## config.mk

```make
export PLATFORM = sky130hd
export DESIGN_NAME = mux4_rr_sel_arbiter_flat
export DESIGN_NICKNAME = d
export VERILOG_FILES = /design/src/rtl/mux4_rr_sel_arbiter_if.sv /design/src/rtl/mux4_rr_sel_arbiter.sv /design/src/flat_wrapper.sv
export SDC_FILE = /design/constraint.sdc
export NUM_CORES = 1
export LEC_CHECK = 0
export CAP_MARGIN = 20
export CORE_MARGIN = 3
export CORE_UTILIZATION = 44
export DETAILED_ROUTE_END_ITERATION = 8
export PLACE_DENSITY = 0.7
export SYNTH_ARGS = -nofsm -noshare
export SYNTH_HDL_FRONTEND = slang
export SYNTH_SLANG_ARGS = --single-unit
```

## constraint.sdc

```tcl
create_clock -name clk -period 1.65 [get_ports clk]
set_input_delay 0.33 -clock clk [delete_from_list [all_inputs] [get_ports clk]]
set_output_delay 0.33 -clock clk [all_outputs]
set_load 0.01 [all_outputs]
```

## src/rtl/mux4_rr_sel_arbiter_if.sv

```systemverilog
// mux4_rr_sel_arbiter_if: request/select handshake between four requesters, the arbiter and the mux consumer
interface mux4_rr_sel_arbiter_if;
   logic [3:0] req;
   logic       out_ready;
   logic       out_valid;
   logic [1:0] sel;
   logic [3:0] grant;
   modport master (input req, out_ready, output out_valid, sel, grant);
   modport slave  (output req, out_ready, input out_valid, sel, grant);
endinterface

```

## src/rtl/mux4_rr_sel_arbiter.sv

```systemverilog
// mux4_rr_sel_arbiter: round-robin 4:1 mux select arbiter with valid/ready handshake and burst cap
module mux4_rr_sel_arbiter #(
   parameter int MAX_BURST = 4
) (
   input logic clk,
   input logic rst_n,
   mux4_rr_sel_arbiter_if.master bus
);
   localparam int CW = $clog2(MAX_BURST + 1);
   typedef enum logic {IDLE, GRANT} state_t;
   state_t        state, state_n;
   logic [1:0]    rr_ptr, ptr_n, sel, sel_n, arb_ptr, win;
   logic [3:0]    grant, grant_n;
   logic          valid, valid_n, found, beat, stay;
   logic [CW-1:0] cnt, cnt_n, cnt_inc;
   assign bus.out_valid = valid;
   assign bus.sel       = sel;
   assign bus.grant     = grant;
   assign beat    = valid & bus.out_ready;
   assign cnt_inc = cnt + CW'(1);
   // on release the holder becomes the pointer, so it is scanned last
   assign arb_ptr = (state == GRANT) ? sel : rr_ptr;
   always_comb begin
      found = 1'b0;
      win   = 2'd0;
      for (int i = 4; i >= 1; i--) begin
         if (bus.req[arb_ptr + 2'(i)]) begin
            found = 1'b1;
            win   = arb_ptr + 2'(i);
         end
      end
   end
   assign stay = (state == GRANT) && bus.req[sel] && (!beat || cnt_inc < CW'(MAX_BURST));
   always_comb begin
      state_n = state;
      ptr_n   = rr_ptr;
      sel_n   = sel;
      grant_n = grant;
      valid_n = valid;
      cnt_n   = cnt;
      if (stay) begin
         cnt_n = beat ? cnt_inc : cnt;
      end else begin
         ptr_n   = (state == GRANT) ? sel : rr_ptr;
         state_n = found ? GRANT : IDLE;
         valid_n = found;
         sel_n   = found ? win : sel;
         grant_n = found ? (4'b0001 << win) : 4'b0000;
         cnt_n   = '0;
      end
   end
   always_ff @(posedge clk or negedge rst_n) begin
      if (!rst_n) begin
         state  <= IDLE;
         rr_ptr <= 2'd3;
         sel    <= 2'd0;
         grant  <= 4'b0000;
         valid  <= 1'b0;
         cnt    <= '0;
      end else begin
         state  <= state_n;
         rr_ptr <= ptr_n;
         sel    <= sel_n;
         grant  <= grant_n;
         valid  <= valid_n;
         cnt    <= cnt_n;
      end
   end
endmodule

```

## src/flat_wrapper.sv

```systemverilog
// flat-port wrapper written by rule: the top's interface ports become plain ports
module mux4_rr_sel_arbiter_flat 
#(
   parameter int MAX_BURST = 4
)
  (clk, rst_n, bus_req, bus_out_ready, bus_out_valid, bus_sel, bus_grant);
  mux4_rr_sel_arbiter_if bus_i ();
  input logic clk;
  input logic rst_n;
  input wire logic [$bits(bus_i.req)-1:0] bus_req;
  input wire logic [$bits(bus_i.out_ready)-1:0] bus_out_ready;
  output wire logic [$bits(bus_i.out_valid)-1:0] bus_out_valid;
  output wire logic [$bits(bus_i.sel)-1:0] bus_sel;
  output wire logic [$bits(bus_i.grant)-1:0] bus_grant;
  assign bus_i.req = bus_req;
  assign bus_i.out_ready = bus_out_ready;
  assign bus_out_valid = bus_i.out_valid;
  assign bus_sel = bus_i.sel;
  assign bus_grant = bus_i.grant;
  mux4_rr_sel_arbiter #(.MAX_BURST(MAX_BURST)) u_core (.clk(clk), .rst_n(rst_n), .bus(bus_i));
endmodule
```

==> Implementation_results.wiki <==
{| class="wikitable"
! Metric !! Value
|-
| Later-pin clock latency in the skew report || 0.27 ns
|-
| LEAKAGE || 0.000478 uW
|-
| Largest net degree at the start of global routing || 13
|-
| Clock sink count || 12
|-
| Peak VDD IR || 0.00115 V
|-
| TritonRoute pass-1 iters || 4
|-
| Instance count on the critical path || 6
|-
| Syn Area/Cell || roughly 11 um^2
|-
| Weighted congestion at the end of routability-driven global placement || 0.795
|-
| Fraction of synthesized cell area taken by the top area cell type || 36.2%
|-
| Crit path time final || about 1.6 ns
|-
| Residual DRC || 0
|-
| Critical-path cell with the highest stage delay || clkdlybuf4s50_1
|-
| Port Buffers || 13
|-
| Slowest Stage Delay on Critical Path || approximately 0.47 ns
|-
| Finished Cell Area || between 0.001 and 0.0015 mm^2
|-
| Pin slew with the least headroom to its limit || 0.515 ns
|-
| Cell at the root of the clock tree || clkbuf_4
|-
| N_diodes || 0
|-
| Max Clock Freq || about 630 MHz
|-
| Antenna violations before repair || 0
|-
| Setup slack of the most critical reg-to-reg path || 0.07 ns
|-
| Synthesized flop and latch total || 12
|-
| Top post-synthesis cells by area || dfrtp_1, dfstp_2, mux2_4, mux2i_1, nand3_1
|-
| H-tree Lvls || 1
|-
| Int Power || 1050 uW
|-
| Vias || 587
|-
| HPWL reported at the end of detailed placement || 1100 um
|-
| Pins over their slew limit || 0
|-
| Total I/O pin count || 14
|-
| Share of total power in sequential cells || ~33%
|-
| Drt wl/cell || approximately 15 um
|-
| MaxCap Viol Count || 0
|-
| Slew Limit Headroom || between 60 and 70%
|-
| Post-place instance area || 907 um^2
|-
| Post-layout net count || 101
|-
| Floorplan die area || about 0.0021 mm^2
|-
| Kind of cell with the highest combined delay on the critical path || compound AO/OA/AOI/OAI gates
|-
| Gate power share || 53.8%
|-
| Switch share || ~36%
|-
| Number of distinct library cells after synthesis || 30
|-
| Worst clock skew || 0.00815 ns
|-
| Vias per inst || 5.49
|-
| Overall overflow remaining after global route || 0
|-
| Required time of the critical path || 1.80 ns
|-
| Data arrival time of the critical path || 1.75 ns
|-
| Residual antenna-violating net count after detailed routing || 0
|-
| Reg-to-reg critical path startpoint || u_core.bus.out_valid
|-
| Std-Cell Rows || 13
|-
| Number of setup violations in the final report || 0
|-
| Critical R2R Capture || u_core.bus.grant[0]
|-
| Worst slack on hold paths || 0.398 ns
|-
| Global-route wire length before repair || 2390 um
|-
| Result of the run || finished, final reports clean
|-
| Effective utilization at floorplan || 50.0%
|-
| Proportion of layout cells with a drive suffix above 1 || 37.0%
|-
| TritonCTS clock tree || built
|-
| Critical path launch point || bus_req[3]
|-
| Bufs and invs on worst path || 2
|-
| Number of synthesis warnings || 0
|-
| Clock buffer count from CTS || 3
|-
| Clock share of power || 13.6%
|-
| Cell Area, Synth || between 600 and 700 um^2
|-
| Via count of the first global-routing pass || 556
|-
| Die X || ~46 um
|-
| Gr usage total || 16.3%
|-
| Depth of the most critical reg-to-reg path || 4
|-
| Final Worst Setup Slack || 0.0529 ns
|-
| Clock slew seen by the registers of the worst setup and hold paths || 0.07 ns
|-
| CTS Buffer Depth || 2
|-
| Die height || 45.7 um
|-
| Share of the clock period used by the worst path after layout || between 90% and 100%
|-
| Core area || around 0.0014 mm^2
|-
| Critical-path cell list || clkdlybuf4s50_1, buf_4, nor2b_1, a21oi_1, o211a_4, a32o_1
|-
| Area Growth Syn to Fin || 45.0%
|-
| Path category of the worst min-delay check || in -> async
|-
| Cells after synthesis || 65
|-
| Ratio of total power to cell area || between 1500 and 2000 mW/mm^2
|-
| Maximum fanout along the worst path || 5
|-
| Total Power Consumption || 1650 uW
|-
| Net switching component of the power || approximately 600 uW
|-
| Setup CP Type || in -> reg
|-
| Area leader, netlist || dfrtp_1
|-
| Final hold violations || 0
|-
| Initial detailed-routing violation count || 8
|-
| Seq/Total Area, Yosys || a little over two fifths
|-
| Worst Setup Slack post-DPL || -0.193 ns
|-
| Termination of the worst setup path || u_core.bus.grant[0]
|-
| Synth Net Count || 73
|-
| Routed wire length || 1570 um
|-
| Element type at the critical path end || flop
|-
| Type of element launching the critical path || input port
|}
## timing repair
item,in CTS,in global routing
pin swaps,0,2
setup endpoints to repair,2,9
resized for setup,2,12
buffers inserted,1,0
hold buffers,0,0
## cells by family after synthesis
| kind of cell | after synthesis | synth area share [%] |
|---|---|---|
| DFF | 12 | 43.8 |
| buffers and inverters | 7 | 5.06 |
| AOI/OAI and AO/OA | 14 | 17.4 |
| muxes | 7 | 12.5 |
| and+or+nand+nor | 23 | 18.3 |
| xor gates and xnor gates | 1 | 1.27 |
| adders and majority gates | 1 | 1.81 |
## area by class of cell
class                   count  area, um^2
flip-flops and latches     12         305
well taps                  15        18.8
multi-input cells          46         399
fillers                    98         379
inverters                   5        18.8
clock buffers               4        36.3
repair buffers             25         225
## flip-flops by register name (all words and copies together), names as in the netlist
name,flops
u_core.rr_ptr,2
u_core.bus.sel,2
u_core.bus.out_valid,1
u_core.cnt,3
u_core.bus.grant,4
## power by group through the flow
stage / clock network [uW] / registers (uW) / logic, uW
after floorplan: 0 / 535 / 498
after global placement: 0 / 532 / 788
after detailed placement: 0 / 533 / 796
after CTS: 231 / 529 / 802
after global routing: 246 / 555 / 961
final: 224 / 540 / 889
## synthesized netlist by cell type
| cell type | instances |
|---|---|
| xor2_1 | 1 |
| o221ai_1 | 2 |
| dfstp_2 | 2 |
| a32o_1 | 1 |
| mux2i_1 | 3 |
| buf_2 | 1 |
| o31ai_1 | 2 |
| and4bb_2 | 1 |
| nor2b_1 | 1 |
| o211a_1 | 1 |
| a21oi_1 | 1 |
| o22ai_4 | 1 |
| a31o_1 | 2 |
| ha_1 | 1 |
| nand2_1 | 5 |
| nor4b_1 | 1 |
| and3_1 | 3 |
| mux2_4 | 3 |
| nor2_1 | 2 |
| mux2_1 | 1 |
| a21boi_1 | 1 |
| nand2b_1 | 1 |
| nand3_1 | 6 |
| dfrtp_1 | 10 |
| nor3_1 | 1 |
| inv_1 | 5 |
| o21ai_0 | 1 |
| and2_1 | 2 |
| o22ai_1 | 2 |
| buf_6 | 1 |
## cell usage in the layout, fill, tap and decap left out, types with 2 or more instances in the layout
cell	Yosys	routed
dfrtp_1	10	8
buf_4	0	12
nand3_1	6	6
and3_1	3	3
o221ai_2	0	2
a31o_1	2	2
mux2_4	3	3
o31ai_2	0	2
dfrtp_2	0	2
clkdlybuf4s50_1	0	11
dfstp_2	2	2
inv_1	5	5
mux2i_1	3	3
nor2_1	2	2
clkbuf_4	0	3
o22ai_1	2	2
nand2_1	5	4
dlymetal6s2s_1	0	2
## how the worst min path moves through the flow
| stage | slack (ns) | from | to | cells past startpoint |
|---|---|---|---|---|
| after detailed placement | 0.49 | u_core.bus.grant[0] | u_core.bus.grant[0] | 1 |
| after CTS | 0.41 | rst_n | u_core.cnt[2] | 1 |
| after floorplan | 0.03 | rst_n | u_core.bus.grant[0] | 0 |
| after global routing | 0.41 | rst_n | u_core.cnt[2] | 1 |
| final | 0.40 | rst_n | u_core.cnt[2] | 1 |
| after global placement | 0.50 | u_core.cnt[0] | u_core.cnt[0] | 1 |
## per-stage QoR
step	cells	setup TNS (ns)	util, %
finish	107	0	72.6
global route	107	-0.0299	72.6
CTS	107	0	69.0
detailed placement	102	-1.13	65.6
global placement	102	-1.01	65.6
floorplan	65	0	-
## metal layers
layer | vias up | global-route usage [%] | wire length (um)
met1 | 281 | 23.1 | 810
met2 | 9 | 24.2 | 700
met4 | 0 | 0.585 | 0
li1 | 297 | - | -
met5 | - | 0 | 0
met3 | 0 | 7.11 | 62
No activity file was read; power rests on OpenSTA's default activity.
